**src/rtl/bram_arbiter.sv**
```systemverilog
// Two-requester arbiter (Z80 CPU and host loader) in front of a single-port synchronous block RAM.
// Optional macro BRAM_ARB_OOB_CHECK_EN blocks out-of-range writes, returns 0xFF for such reads and flags err_oob.
module bram_arbiter #(
  parameter int ADDR_WIDTH = 14,
  parameter int DATA_WIDTH = 8,
  parameter int MEM_DEPTH  = 15360,
  parameter int STARVE_MAX = 4
) (
  input  logic                  clk,
  input  logic                  rst,
  input  logic                  cpu_req,
  input  logic                  cpu_we,
  input  logic [ADDR_WIDTH-1:0] cpu_addr,
  input  logic [DATA_WIDTH-1:0] cpu_din,
  output logic                  cpu_gnt,
  output logic                  cpu_rvalid,
  output logic [DATA_WIDTH-1:0] cpu_dout,
  input  logic                  ldr_req,
  input  logic                  ldr_we,
  input  logic [ADDR_WIDTH-1:0] ldr_addr,
  input  logic [DATA_WIDTH-1:0] ldr_din,
  input  logic                  ldr_lock,
  output logic                  ldr_gnt,
  output logic                  ldr_rvalid,
  output logic [DATA_WIDTH-1:0] ldr_dout,
  output logic                  lock_active,
  output logic [ADDR_WIDTH-1:0] ram_addr,
  output logic [DATA_WIDTH-1:0] ram_din,
  output logic                  ram_we,
  input  logic [DATA_WIDTH-1:0] ram_dout,
  output logic                  err_oob
);

  localparam int SW = $clog2(STARVE_MAX + 1);
  localparam logic [SW-1:0]         STARVE_LIM = SW'(STARVE_MAX);
  localparam logic [ADDR_WIDTH:0]   DEPTH_L    = (ADDR_WIDTH + 1)'(MEM_DEPTH);
`ifdef BRAM_ARB_OOB_CHECK_EN
  localparam logic OOB_EN = 1'b1;
`else
  localparam logic OOB_EN = 1'b0;
`endif

  typedef enum logic {ST_NORMAL, ST_LOCKED} state_t;

  state_t                state_q, state_d;
  logic [SW-1:0]         starve_q, starve_d;
  logic [ADDR_WIDTH-1:0] ram_addr_q, ram_addr_d;
  logic [DATA_WIDTH-1:0] ram_din_q, ram_din_d;
  logic                  cpu_rvalid_q, cpu_rvalid_d;
  logic                  ldr_rvalid_q, ldr_rvalid_d;
  logic                  rd_oob_q, rd_oob_d;
  logic                  err_oob_q, err_oob_d;
  logic [DATA_WIDTH-1:0] cpu_dout_q, cpu_dout_d;
  logic [DATA_WIDTH-1:0] ldr_dout_q, ldr_dout_d;

  logic                  cpu_win, ldr_win, any_win, win_we, win_oob;
  logic [ADDR_WIDTH-1:0] win_addr;
  logic [DATA_WIDTH-1:0] win_din;

  function automatic logic is_oob(input logic [ADDR_WIDTH-1:0] a);
    return OOB_EN && ({1'b0, a} >= DEPTH_L);
  endfunction

  // Arbitration: the lock only takes effect once the FSM has registered it.
  always_comb begin
    cpu_win = 1'b0;
    ldr_win = 1'b0;
    if (state_q == ST_LOCKED) begin
      ldr_win = ldr_req;
    end else if (cpu_req && ldr_req) begin
      if (starve_q == STARVE_LIM) ldr_win = 1'b1;
      else                        cpu_win = 1'b1;
    end else begin
      cpu_win = cpu_req;
      ldr_win = ldr_req;
    end
    any_win  = cpu_win | ldr_win;
    win_addr = ldr_win ? ldr_addr : cpu_addr;
    win_din  = ldr_win ? ldr_din  : cpu_din;
    win_we   = ldr_win ? ldr_we   : cpu_we;
    win_oob  = any_win & is_oob(win_addr);
  end

  always_comb begin
    ram_addr_d   = any_win ? win_addr : ram_addr_q;
    ram_din_d    = any_win ? win_din  : ram_din_q;
    cpu_rvalid_d = cpu_win & ~cpu_we;
    ldr_rvalid_d = ldr_win & ~ldr_we;
    rd_oob_d     = win_oob;
    err_oob_d    = err_oob_q | win_oob;
    state_d      = ldr_lock ? ST_LOCKED : ST_NORMAL;

    starve_d = '0;
    if (state_q == ST_NORMAL && ldr_req && !ldr_win)
      starve_d = (starve_q == STARVE_LIM) ? STARVE_LIM : starve_q + 1'b1;

    // Read data is only taken from the RAM in the cycle it is valid; otherwise hold.
    cpu_dout_d = cpu_dout_q;
    if (cpu_rvalid_q) cpu_dout_d = rd_oob_q ? '1 : ram_dout;
    ldr_dout_d = ldr_dout_q;
    if (ldr_rvalid_q) ldr_dout_d = rd_oob_q ? '1 : ram_dout;
  end

  always_ff @(posedge clk or posedge rst) begin
    if (rst) begin
      state_q      <= ST_NORMAL;
      starve_q     <= '0;
      ram_addr_q   <= '0;
      ram_din_q    <= '0;
      cpu_rvalid_q <= 1'b0;
      ldr_rvalid_q <= 1'b0;
      rd_oob_q     <= 1'b0;
      err_oob_q    <= 1'b0;
      cpu_dout_q   <= '0;
      ldr_dout_q   <= '0;
    end else begin
      state_q      <= state_d;
      starve_q     <= starve_d;
      ram_addr_q   <= ram_addr_d;
      ram_din_q    <= ram_din_d;
      cpu_rvalid_q <= cpu_rvalid_d;
      ldr_rvalid_q <= ldr_rvalid_d;
      rd_oob_q     <= rd_oob_d;
      err_oob_q    <= err_oob_d;
      cpu_dout_q   <= cpu_dout_d;
      ldr_dout_q   <= ldr_dout_d;
    end
  end

  // Combinational outputs are masked while rst is high so they read as reset values at once.
  assign cpu_gnt     = cpu_win & ~rst;
  assign ldr_gnt     = ldr_win & ~rst;
  assign ram_we      = any_win & win_we & ~win_oob & ~rst;
  assign ram_addr    = rst ? '0 : ram_addr_d;
  assign ram_din     = rst ? '0 : ram_din_d;
  assign cpu_rvalid  = cpu_rvalid_q;
  assign ldr_rvalid  = ldr_rvalid_q;
  assign cpu_dout    = cpu_dout_d;
  assign ldr_dout    = ldr_dout_d;
  assign lock_active = (state_q == ST_LOCKED);
  assign err_oob     = err_oob_q;

endmodule

```
**config.mk**
```make
export PLATFORM = sky130hd
export DESIGN_NAME = bram_arbiter
export DESIGN_NICKNAME = d
export VERILOG_FILES = /design/src/rtl/bram_arbiter.sv
export SDC_FILE = /design/constraint.sdc
export NUM_CORES = 1
export LEC_CHECK = 0
export ABC_AREA = 1
export CAP_MARGIN = 5
export CORE_MARGIN = 10
export CORE_UTILIZATION = 37
export DETAILED_ROUTE_END_ITERATION = 10
export PLACE_DENSITY = 0.89
export REMOVE_ABC_BUFFERS = 1
export SLEW_MARGIN = 20
export SYNTH_ARGS = -nofsm -noshare
export SYNTH_HDL_FRONTEND = slang
export SYNTH_SLANG_ARGS = --single-unit
```
**constraint.sdc**
```tcl
create_clock -name clk -period 2.6 [get_ports clk]
set_input_delay 0.52 -clock clk [delete_from_list [all_inputs] [get_ports clk]]
set_output_delay 0.52 -clock clk [all_outputs]
set_load 0.02 [all_outputs]
```
Yosys cells after proc, flatten, opt, wreduce, memory -nomap -nowiden

Index checks and enable logic that the tools add are counted.

$add $sub $neg: 1
Multipliers: 0
Div/mod/pow operators: 0
Order comparisons: 0
Eq/ne operators: 1
Shifts and indexed selects: 0
Muxes and demuxes: 18
Bitwise operators: 11
Reduce and logical (&&, ||, !) cells: 4

Operators with widths:

| cell                                        | number |
|---|---|
| two-way mux 14 bit                          | 3 |
| two-way mux 8 bit                           | 5 |
| two-way mux 1 bit                           | 8 |
| AND 1 bit                                   | 6 |
| two-way mux 3 bit                           | 2 |
| inverter 1 bit                              | 4 |
| adder 3 x 1 -> 3 bit, second input constant | 1 |
| equality test 3 bit, second input constant  | 1 |
| logical AND 1 bit                           | 3 |
| zero test 1 bit                             | 1 |
| OR 1 bit                                    | 1 |

Bits in registers: 44
Latch bits: 0
RAM bits: 0
ROM bits: 0
Bits of input ports: 59
Output and inout bits: 45
Logic and storage cells: 43
Memories kept: 0

Depth between registers and ports, before layout

Gate-level depths: netlist (run 1).

Word-level depth: 7
Depth in mapped cells: 9
Gate-level depth less buffers: 8

Worst setup path before layout (run 1)

OpenSTA, ideal clock, no wires.

Kind: input port to output port
Start: in rst
End: out ram_addr[0]
Data arrival time: 2404 ps
Data required time: 2080 ps
Path slack: -324 ps
Cell stages on the path: 4
Path buffers: 1
Cells stage by stage: inv_1 clkbuf_1 nand2_1 inv_1

Longest elaborated chain between the ends: 1

RTL lines:

| item               | line | source |
|---|---|---|
| start: declaration | 10   | `input logic rst,` |
| two-way mux 14 bit | 134  | `assign ram_addr = rst ? '0 : ram_addr_d;` |
| end: declaration   | 27   | `output logic [ADDR_WIDTH-1:0] ram_addr,` |

Every way passes these cells.

Worst setup path after layout (run 1)

Start: in cpu_req
End: out ram_addr[0]

Longest elaborated chain between the ends: 6
Elaborated cells between the ends (all ways): 9
Classes of those cells: 7 x mux; 1 x bitwise; 1 x reduce/logical

RTL lines:

| item                                           | line   | source |
|---|---|---|
| start: declaration                             | 11     | `input logic cpu_req,` |
| logical AND 1 bit                              | 70     | `end else if (cpu_req && ldr_req) begin` |
| two-way mux 1 bit                              | 70     |  |
| two-way mux 1 bit                              | 68     | `if (state_q == ST_LOCKED) begin` |
| two-way mux 14 bit or OR 1 bit (tied branches) | 78, 77 |  |
| two-way mux 14 bit *                           | 85     | `ram_addr_d = any_win ? win_addr : ram_addr_q;` |
| via ram_addr_d[0]                              | 47     | `logic [ADDR_WIDTH-1:0] ram_addr_q, ram_addr_d;` |
| two-way mux 14 bit *                           | 134    |  |

The timed path passes the listed nets; every way through them passes the cells marked *.

==> metrics list, run 1 <==
- The run finished with clean final reports.
* Global-route usage over all layers: 0.155
- Depth of the worst register-to-register path: 7
- 0 antenna diodes ended up in the layout.
* Max VDD drop: 237 µV
- Die Width: 96.2 µm
- Summed over all nets, the half-perimeter wirelength after detailed placement is around 5600 µm.
- DRC: 0
- Dividing the final minimum period by the clock period gives 0.972.
- Along the worst hold path, the cell count comes to 1.
- Via density per instance: between 4 and 5
* Hold WC Path Type: reg2reg
* Number of global-route vias before repair: 2340
- In the synthesized netlist, the number of instances is ~250.
- Clock-pin slew was measured on the worst setup and hold paths at roughly 80 ps.
- The count of final hold-check violations is 0.
- Global-route wire length before repair: 11300 µm
- The number of hold buffers added after CTS was 0.
- around 100 I/O pins were placed.
- Syn Std Cell Area: about 2100 µm²
* P_int: roughly 1300 µW
- Register bit count reported by yosys: 44
* Num Clock Sinks: 44
- Wire length per cell: 15.5 µm
- Kind of capture point of the worst setup path: primary output
- The worst path meets setup with roughly 70 ps of slack.
* Req. time, crit path: 2080 ps
- Routability cong.: ~0.86
- Cell Rows: 27
- Fraction of registers with async set/reset: 1.00
- Height of the die: 96.2 µm
* Fraction of synthesized cell area taken by the top area cell type: 0.512
- Cell Chain, Critical Path: clkdlybuf4s50_1 -> inv_1 -> nor2_4 -> buf_4 -> nor2_4 -> buf_4 -> nand2_1 -> nand3_1 -> nand2_1 -> inv_1 -> buf_2
- Reg power frac: 0.435
* Max stage delay cell, worst path: sky130_fd_sc_hd__clkdlybuf4s50_1
- Mux cell area share after synthesis: 0.0838
- Die Area: roughly 9000 µm²
- Across the routed clock network, the largest skew measured is about 9.9 ps.
- Max-cap violations in this run came to 0.
- Layout Nets: roughly 450
- Power spread over the standard cell area amounts to about 520 nW/µm².
* Main area contributors after synthesis: sky130_fd_sc_hd__dfrtp_1 (51%), sky130_fd_sc_hd__nand2_1 (13%), sky130_fd_sc_hd__mux2_2 (8.4%)
- Std-Cell Core Area: around 5600 µm²
- Count of buffers inserted at the top-level ports: 102
* Fraction of layout instances using a drive strength above 1: 0.251
- Of the total synthesized cell area, the portion taken by full adders, half adders and majority gates is 0.0116.
- In this run the static leakage power is approximately 0.0018 µW.
* Pin count of the biggest net entering global routing: 19
- For this run, the register share of the synthesized area comes to 0.512.
- Maximum fanout count along the critical path: 7
- Xor and xnor fraction of the mapped netlist area: 0.00407
* Mean instance size in the synthesized netlist: around 8.6 µm²
* Arrival time at the worst endpoint: about 2000 ps
- Counting the buffers created by CTS gives 5.
* DRT Wirelength: about 7000 µm
- The first detailed-routing pass ran for 4 iterations.
* Number of H-tree branching levels: 2
- Among all cell types in the netlist, the one instantiated most often is sky130_fd_sc_hd__nand2_1.
* Post-DRT Antenna Nets: 0
* Main flop type after synthesis: sky130_fd_sc_hd__dfrtp_1
- The Yosys step of the flow raised 0 warnings.
- Number of distinct standard cells referenced by the synthesized netlist: 20
- Switch Pwr: between 500 and 600 µW
* Pre-CTS setup slack: -319 ps
- Final instance area: roughly 3600 µm²
* Highest cell delay on the worst timing path: roughly 460 ps
- CTS tree: built
* Sw Share: 0.298
* Starting utilization of the core area: 0.386
- The final route contains ~2200 vias.
- Relative to the synthesized area, the layout overhead comes to 65.5%.
- Fmax: roughly 400 MHz
* Post-synth top area cell: sky130_fd_sc_hd__dfrtp_1
- Leading cell types by count after synthesis: sky130_fd_sc_hd__nand2_1 (72), sky130_fd_sc_hd__dfrtp_1 (44), sky130_fd_sc_hd__nand3_1 (33)
- Kind of critical path: in2out
- In this run, synthesis inferred 0 flip-flops with an integrated enable.
- After synthesis, the largest family of logic cells by area is simple AND/OR/NAND/NOR gates.
- Clock Power Share: 0.239
- Library cell used as clock root buffer: sky130_fd_sc_hd__clkbuf_8
* Count of final max-slew check failures: 0
- Number of endpoints failing setup at the final stage: 0
- The later pin in the worst-skew pair is clocked with a latency of approximately 290 ps.
- The smallest clock period supported by the final layout is computed as between 2000 and 3000 ps.
- Max clock buf depth: 2
- STA classifies the critical path startpoint as a primary input.
* Overflow left after global routing: 0
- Placed inst area: 3520 µm²
- Initial drt markers: between 70 and 80
- The fraction of the mapped netlist area in compound gates is 0.0716.
- The number of antenna violations at the first check in global routing came to 0.
- The share of total power dissipated in combinational logic is 0.327.
* Simple-gate share of the synthesized area: 0.226
final cells by class:
type / count / area [µm²]
timing repair buffer: 144 / 1280
clock inverter: 2 / 10.0
inverter: 31 / 116
clock buffer: 6 / 82.6
sequential: 44 / 1100
tap: 72 / 90.1
fill: 448 / 2020
multi-input combinational: 159 / 872
metrics by stage:
step           total power (µW)  std cells  setup TNS (ps)  utilization  hold slack [ps]
6_report                   1830        458               0        0.638              474
5_1_grt                    1930        458            -219        0.638              520
4_1_cts                    1850        456           -12.8        0.639              471
3_5_place_dp               1430        444           -6930        0.631              460
3_3_place_gp               1410        444           -6290        0.631              440
2_1_floorplan              1070        234           -9.27            -              432
power by group through the flow:
stage	registers (µW)	clock network (µW)	logic [µW]
after floorplan	804	0	271
after global placement	804	0	607
after detailed placement	811	0	620
after CTS	797	449	603
after global routing	805	481	647
final	797	437	598
per-layer routing:
metal  up-vias  GRT usage  share of wire
li1       1066          -              -
met1      1025      0.179           0.41
met2       105      0.256           0.47
met3        17     0.0514          0.091
met4         0     0.0700          0.027
met5         -          0              0
sequential cells by signal, indices dropped and copies added (netlist names):
name         flops
ldr_rvalid       1
ram_addr_q      14
cpu_dout_q       8
cpu_rvalid       1
ram_din_q        8
starve_q         3
lock_active      1
ldr_dout_q       8
timing repair:
| item | in CTS | in global routing |
|---|---|---|
| setup endpoints to repair | 25 | 21 |
| gates resized for setup | 91 | 10 |
| pin swaps | 1 | 1 |
| setup buffers | 4 | 2 |
critical path: cells and delay by family:
kind          cells  cell delay, ps
buf+inv           6            1030
simple gates      5             450
cell usage in the layout (no fill, tap or decap):
cell type	Yosys	final
sky130_fd_sc_hd__clkinv_2	0	2
sky130_fd_sc_hd__nand3_1	33	33
sky130_fd_sc_hd__nand2_1	72	71
sky130_fd_sc_hd__o211ai_1	10	10
sky130_fd_sc_hd__ha_1	2	2
sky130_fd_sc_hd__dlymetal6s2s_1	0	1
sky130_fd_sc_hd__inv_2	1	2
sky130_fd_sc_hd__nor2_1	6	6
sky130_fd_sc_hd__clkbuf_8	0	6
sky130_fd_sc_hd__clkdlybuf4s50_1	0	76
sky130_fd_sc_hd__dfrtp_1	44	44
sky130_fd_sc_hd__a21oi_1	13	13
sky130_fd_sc_hd__buf_12	0	5
sky130_fd_sc_hd__buf_2	6	20
sky130_fd_sc_hd__conb_1	1	1
sky130_fd_sc_hd__buf_4	3	39
sky130_fd_sc_hd__mux2_2	16	16
sky130_fd_sc_hd__xnor2_1	1	1
sky130_fd_sc_hd__dlygate4sd2_1	0	1
sky130_fd_sc_hd__a21oi_2	1	1
sky130_fd_sc_hd__nand3_4	0	1
sky130_fd_sc_hd__o21ai_0	1	1
sky130_fd_sc_hd__nor2_4	1	2
sky130_fd_sc_hd__nand2_2	0	1
sky130_fd_sc_hd__clkbuf_2	0	2
sky130_fd_sc_hd__inv_1	30	29
kinds of logic (layout without fill, tap and decap cells):
| kind of cell | after synthesis | after routing |
|---|---|---|
| other | 1 | 1 |
| buffers and inverters | 46 | 183 |
| DFF | 44 | 44 |
| xor gates and xnor gates | 1 | 1 |
| and+or+nand+nor | 114 | 114 |
| adders and majority gates | 2 | 2 |
| muxes | 16 | 16 |
| AOI/OAI and AO/OA | 25 | 25 |
final timing paths:
| path | start | endpoint | slack [ps] |
|---|---|---|---|
| worst max-delay path | cpu_req | ram_addr[0] | 70 |
| min in group asynchronous | rst | ram_addr_q[13] | 770 |
| worst max register to register | starve_q[0] | ram_addr_q[6] | 1000 |
| worst min register to register | starve_q[0] | starve_q[0] | 470 |
| max in group asynchronous | rst | ram_addr_q[9] | 1430 |
| worst min-delay path | starve_q[0] | starve_q[0] | 470 |
Power figures use the tool's default switching activity.
==> inputs of run 2 (changes only) <==
- HOLD_SLACK_MARGIN: not set -> 0.08
==> results of run 2 <==
Same layout as run 1: the final DEF is identical, and so are final timing and power.
==> inputs of run 3 (changes only) <==
- CTS_CLUSTER_DIAMETER: not set -> 120
==> results of run 3 <==
Same layout as run 1: the final DEF is identical, and so are final timing and power.
==> variant 1 (flow settings as in run 2) <==
Set the parameter `DATA_WIDTH` to 12 (it was 8).
--- a/src/rtl/bram_arbiter.sv
+++ b/src/rtl/bram_arbiter.sv
@@ -2,7 +2,7 @@
 // Optional macro BRAM_ARB_OOB_CHECK_EN blocks out-of-range writes, returns 0xFF for such reads and flags err_oob.
 module bram_arbiter #(
   parameter int ADDR_WIDTH = 14,
-  parameter int DATA_WIDTH = 8,
+  parameter int DATA_WIDTH = 12,
   parameter int MEM_DEPTH  = 15360,
   parameter int STARVE_MAX = 4
 ) (
Interface: changed (6 resized); port bits go from 104 to 128. The function was not compared with the original's and may differ.
==> variant 1 against run 2 <==
  * Power is 25% higher
  * Via count is 20% higher
  * Count of clock-buffer cells in the layout is 1 higher
  * Largest cell class unchanged
  * Maximum frequency is 0.60% higher
  * Area after synthesis is 27% higher
  * Final area is 25% higher
  * Routed wire length is 27% higher
  * Sequential cell count is 12 higher
  * Highest routed layer unchanged
  * Utilization is 2.0 points lower
  * Critical path type unchanged
  * Worst setup slack better by 15 ps
==> variant 1: results (changes against run 2) <==
Outcome -> finished clean
Mux contribution to synthesized area -> 9.89% (+1.5 points)
First-pass GRT wire length -> 14.1 mm (+25%)
Min-delay worst type -> reg2reg
Crit path max fanout -> 17 (+10)
Initial drt markers -> 125 (+62%)
R2R setup slack -> 1040 ps (+40 ps)
DP Worst Slack -> -416 ps (-97.6 ps)
Largest net degree at the start of global routing -> 46 (+27)
Cells after DPL -> 546 (+23%)
DR WL met3 -> 693 um (+7.1%)
M1 WL -> 3.64 mm (+25%)
FF-to-FF End -> ram_addr_q[5]
Largest Register -> ram_addr_q
DR WL/cell -> 16.2 um (+4.1%)
Max Used Layer -> met4
CTS clk-pin slew, worst paths -> 90 ps
GPL Wtd Cong -> 0.841 (-1.8%)
Vias/cell -> 4.73 (-2.0%)
Fin Clk Skew -> 9.69 ps (-0.239 ps)
Synthesis Warnings -> 0 (unchanged)
Inserted Clock Buffers -> 5 (unchanged)
Adder-cell share of the synthesized area -> 0.916% (-0.25 points)
Post-Synth XOR/XNOR Area -> 0.321% (-0.087 points)
Met2 usage -> 26.7% (+1.1 points)
Crit path to -> ram_addr[12]
Worst path arrival time -> 1990 ps (-20 ps)
LEAKAGE -> 2.17 nW (+20%)
Met1 usage -> 17.0% (-0.88 points)
Grt met3 use -> 5.19% (+0.057 points)
Placed wire-length estimate -> 6.94 mm (+24%)
DR pass1 iterations -> 4 (unchanged)
Mean Syn Cell Area -> 9.11 sq um (+5.5%)
Post-synth top cells -> 87 x nand2_1, 56 x dfrtp_1, 36 x nand3_1
Antenna cells -> 0 (unchanged)
Vias in the first global route -> 2,850 (+22%)
Wire length on met2 -> 4.62 mm (+38%)
DRT Wirelength -> 9.06 mm (+27%)
All-Layer GR Usage -> 15.1% (-0.42 points)
Minimum clock period -> 2510 ps (-15.0 ps)
Compound-Gate Fraction of Synth Area -> 6.64% (-0.52 points)
Nets -> 534 (+20%)
Port Buf Inserts -> 126 (+24%)
Commonest register cell after synthesis -> dfrtp_1
Library cells used by synthesis -> 20 (unchanged)
Sequential element share of the synthesized area -> 51.3% (+0.060 points)
Synth top area cells -> dfrtp_1 51%, nand2_1 12%, mux2_2 9.9%
Worst Tran Pin Value -> 553 ps
Share of cells above drive strength 1 -> 25.5% (+0.41 points)
Ys async rst share -> 100% (unchanged)
Worst IR drop on VDD -> 0.000229 V (-3.6%)
==> variant 1: where the power goes <==
part	leakage, nW	internal (W)	total, W	switching, W
clock network	0.0445	0.000217	0.000478	0.000262
logic	1.45	0.000401	0.000795	0.000394
registers	0.677	0.000985	0.00102	0.0000402
total	2.17	0.00160	0.00230	0.000695
==> variant 1: repair_timing <==
action / 4_1_cts / 5_1_grt
setup buffers: 5 / 0
pin swaps: 1 / 2
setup endpoints to repair: 29 / 26
gates resized for setup: 97 / 29
gates cloned: 1 / 1
endpoints found under the hold margin: 0 / 0
==> variant 1: how the worst min path moves through the flow <==
| stage | from | endpoint | slack, ps |
|---|---|---|---|
| 2_1_floorplan | starve_q[0] | starve_q[0] | 430 |
| 3_3_place_gp | starve_q[0] | starve_q[0] | 440 |
| 3_5_place_dp | starve_q[0] | starve_q[0] | 470 |
| 4_1_cts | starve_q[0] | starve_q[0] | 480 |
| 5_1_grt | ldr_dout_q[11] | ldr_dout_q[11] | 520 |
| 6_report | cpu_dout_q[7] | cpu_dout_q[7] | 500 |
==> variant 1: cell type report <==
class / instances / area, sq um
Timing Repair Buffer: 170 / 1560
Inverter: 35 / 131
Multi-Input combinational cell: 193 / 1150
Clock inverter: 1 / 7.51
Sequential cell: 56 / 1400
Fill cell: 609 / 2760
Tap cell: 99 / 124
Clock buffer: 7 / 86.3
==> variant 1: worst max-delay path: stages <==
cell	delay [ps]
clkdlybuf4s50_1	410
inv_2	110
nor2_8	50
buf_4	150
a21oi_4	150
buf_12	170
nand2_1	70
a21oi_1	180
buf_4	180
==> variant 1: metrics by stage <==
stage                     instance area, sq um  setup TNS, ps  hold WS, ps
after floorplan                           2620           -956          432
after global placement                    4360          -8650          438
after detailed placement                  4360          -9870          467
after CTS                                 4480              0          479
after global routing                      4460          -15.3          523
final                                     4460              0          498
==> variant 2 (config.mk and constraints of run 2) <==
Without the edit above. Take the reset off `ram_addr_q`, `ram_din_q`, `cpu_dout_q` and `ldr_dout_q` and load them in a clocked block of their own.
--- a/src/rtl/bram_arbiter.sv
+++ b/src/rtl/bram_arbiter.sv
@@ -105,26 +105,25 @@
     if (rst) begin
       state_q      <= ST_NORMAL;
       starve_q     <= '0;
-      ram_addr_q   <= '0;
-      ram_din_q    <= '0;
       cpu_rvalid_q <= 1'b0;
       ldr_rvalid_q <= 1'b0;
       rd_oob_q     <= 1'b0;
       err_oob_q    <= 1'b0;
-      cpu_dout_q   <= '0;
-      ldr_dout_q   <= '0;
     end else begin
       state_q      <= state_d;
       starve_q     <= starve_d;
-      ram_addr_q   <= ram_addr_d;
-      ram_din_q    <= ram_din_d;
       cpu_rvalid_q <= cpu_rvalid_d;
       ldr_rvalid_q <= ldr_rvalid_d;
       rd_oob_q     <= rd_oob_d;
       err_oob_q    <= err_oob_d;
-      cpu_dout_q   <= cpu_dout_d;
-      ldr_dout_q   <= ldr_dout_d;
     end
+  end
+
+  always_ff @(posedge clk) begin
+    ram_addr_q <= ram_addr_d;
+    ram_din_q  <= ram_din_d;
+    cpu_dout_q <= cpu_dout_d;
+    ldr_dout_q <= ldr_dout_d;
   end
 
   // Combinational outputs are masked while rst is high so they read as reset values at once.
Behaviour: not the same (Yosys sat finds a counterexample within 4 cycles, from zero or initial values and one cycle with rst high).
==> variant 2 against run 2 <==
  * Die area fell by 7.1%
  * Final area is 2.1% lower
  * Maximum frequency fell by 1.6%
  * Area after synthesis decreased by 9.0%
  * Critical path depth stayed put
  * Clock power up 20%
  * Sequential cell count unchanged
  * Worst setup slack worse by 41 ps
  * Power up 4.9%
  * Routed wire length is 1.1% lower
==> variant 2: results (changes against run 2) <==
Worst IR drop on VDD -> 0.000261 V (+10%)
Crit path max fanout -> 6 (-1)
CP peak stage delay -> 470 ps
Skew-Pair Late Insertion Delay -> 300 ps
Vias in the first global route -> 2,205 (-5.8%)
Library cells used by synthesis -> 21 (+5.0%)
LEAKAGE -> 1.66 nW (-7.7%)
Post-synth top cells -> 72 x nand2_1, 38 x dfxtp_1, 33 x nand3_1
Synth top area cells -> dfxtp_1 39%, nand2_1 14%, mux2_2 9.2%
Placed wire-length estimate -> 5.19 mm (-7.5%)
Ys async rst share -> 13.6% (-86 points)
Fin Clk Skew -> 10.6 ps (+0.677 ps)
Initial antenna violation count -> 0 (unchanged)
Inserted Clock Buffers -> 5 (unchanged)
Outcome -> finished clean
Largest net degree at the start of global routing -> 16 (-3)
Synth top area share -> 38.9% (-12 points)
First-pass GRT wire length -> 10.6 mm (-6.1%)
Vias/cell -> 4.78 (-1.1%)
Max reg flops -> 14 (unchanged)
Antenna cells -> 0 (unchanged)
GPL Wtd Cong -> 0.836 (-2.4%)
Synthesis Warnings -> 0 (unchanged)
Commonest register cell after synthesis -> dfxtp_1
CTS clk-pin slew, worst paths -> 70 ps
Cells after DPL -> 440 (-0.90%)
DR pass1 iterations -> 4 (unchanged)
Port Buf Inserts -> 102 (unchanged)
Min-delay worst type -> reg2reg
Sequential element share of the synthesized area -> 46.5% (-4.7 points)
DR WL/cell -> 15.4 um (-0.68%)
Nets -> 446 (unchanged)
All-Layer GR Usage -> 15.0% (-0.49 points)
# H-tree levels -> 2 (unchanged)
Area Overhead vs Synth -> 77.9%
Synth Instances -> 249 (unchanged)
CP max stage cell -> clkdlybuf4s50_1
DRT Wirelength -> 7.03 mm (-1.1%)
Root buf cell -> clkbuf_8
Share of cells above drive strength 1 -> 28.8% (+3.6 points)
Switching Fraction -> 29.0% (-0.79 points)
Clk buf depth -> 2 (unchanged)
Initial drt markers -> 109 (+42%)
Largest Register -> ram_addr_q
Top delay family on crit path -> buffers and inverters
## variant 2: routing by layer
metal	part of all wire, %	vias up	track usage, %
met5	0	-	0
met4	1.5	0	3.08
met3	9.7	16	7.59
met2	50	95	26.7
met1	39	1008	15.6
li1	-	1061	-
## variant 2: area by class of cell
class / count / area, sq um
fillers: 408 / 1630
repair buffers: 144 / 1330
multi-input cells: 159 / 927
flip-flops and latches: 44 / 911
inverters: 31 / 116
well taps: 70 / 87.6
clock buffers: 5 / 68.8
clock inverters: 3 / 42.5
## variant 2: per-stage QoR
stage / area [sq um] / setup slack (ps) / total power [W] / utilization (%)
after CTS: 3380 / 8.54 / 0.00191 / 66.2
after global routing: 3480 / -40.8 / 0.00202 / 68.2
after detailed placement: 3270 / -382 / 0.00140 / 64.1
final: 3480 / 30.6 / 0.00192 / 68.2
after floorplan: 1880 / 367 / 0.00106 / -
after global placement: 3270 / -328 / 0.00138 / 64.1
## variant 2: final timing paths
path	startpoint	cells after the start	slack, ps	to
worst max-delay path	cpu_req	11	30	ram_din[5]
worst min-delay path	starve_q[0]	1	470	starve_q[0]
worst max register to register	starve_q[0]	8	1030	ram_addr_q[6]
worst min register to register	starve_q[0]	1	470	starve_q[0]
max in group asynchronous	rst	3	1840	starve_q[0]
min in group asynchronous	rst	3	640	lock_active
## variant 2: power groups by stage
stage / combinational (W) / sequential (W) / clock (W)
4_1_cts: 0.000579 / 0.000794 / 0.000534
3_5_place_dp: 0.000591 / 0.000809 / 0
3_3_place_gp: 0.000578 / 0.000803 / 0
5_1_grt: 0.000650 / 0.000802 / 0.000565
2_1_floorplan: 0.000260 / 0.000802 / 0
6_report: 0.000605 / 0.000792 / 0.000524
## variant 2: repair_timing
item / CTS / global route
buffers inserted: 5 / 2
pin swaps: 0 / 5
gates resized for setup: 77 / 53
cloned: 0 / 1
endpoints found under the setup margin: 25 / 22
## variant 2: worst reg2reg max path: cells and delay by family (launching register included)
family | cells | cell delay [ps]
simple gates | 3 | 270
flops | 1 | 400
buf+inv | 3 | 370
compound gates | 1 | 270
fa+ha+maj | 1 | 210
## variant 2: cell families after synthesis
| logic type | synth area share (%) |
|---|---|
| compound gates | 7.86 |
| xor+xnor | 0.448 |
| fa+ha+maj | 1.28 |
| buf+inv | 9.65 |
| flops | 46.5 |
| mux | 9.21 |
| other cells | 0.192 |
| simple gates | 24.8 |
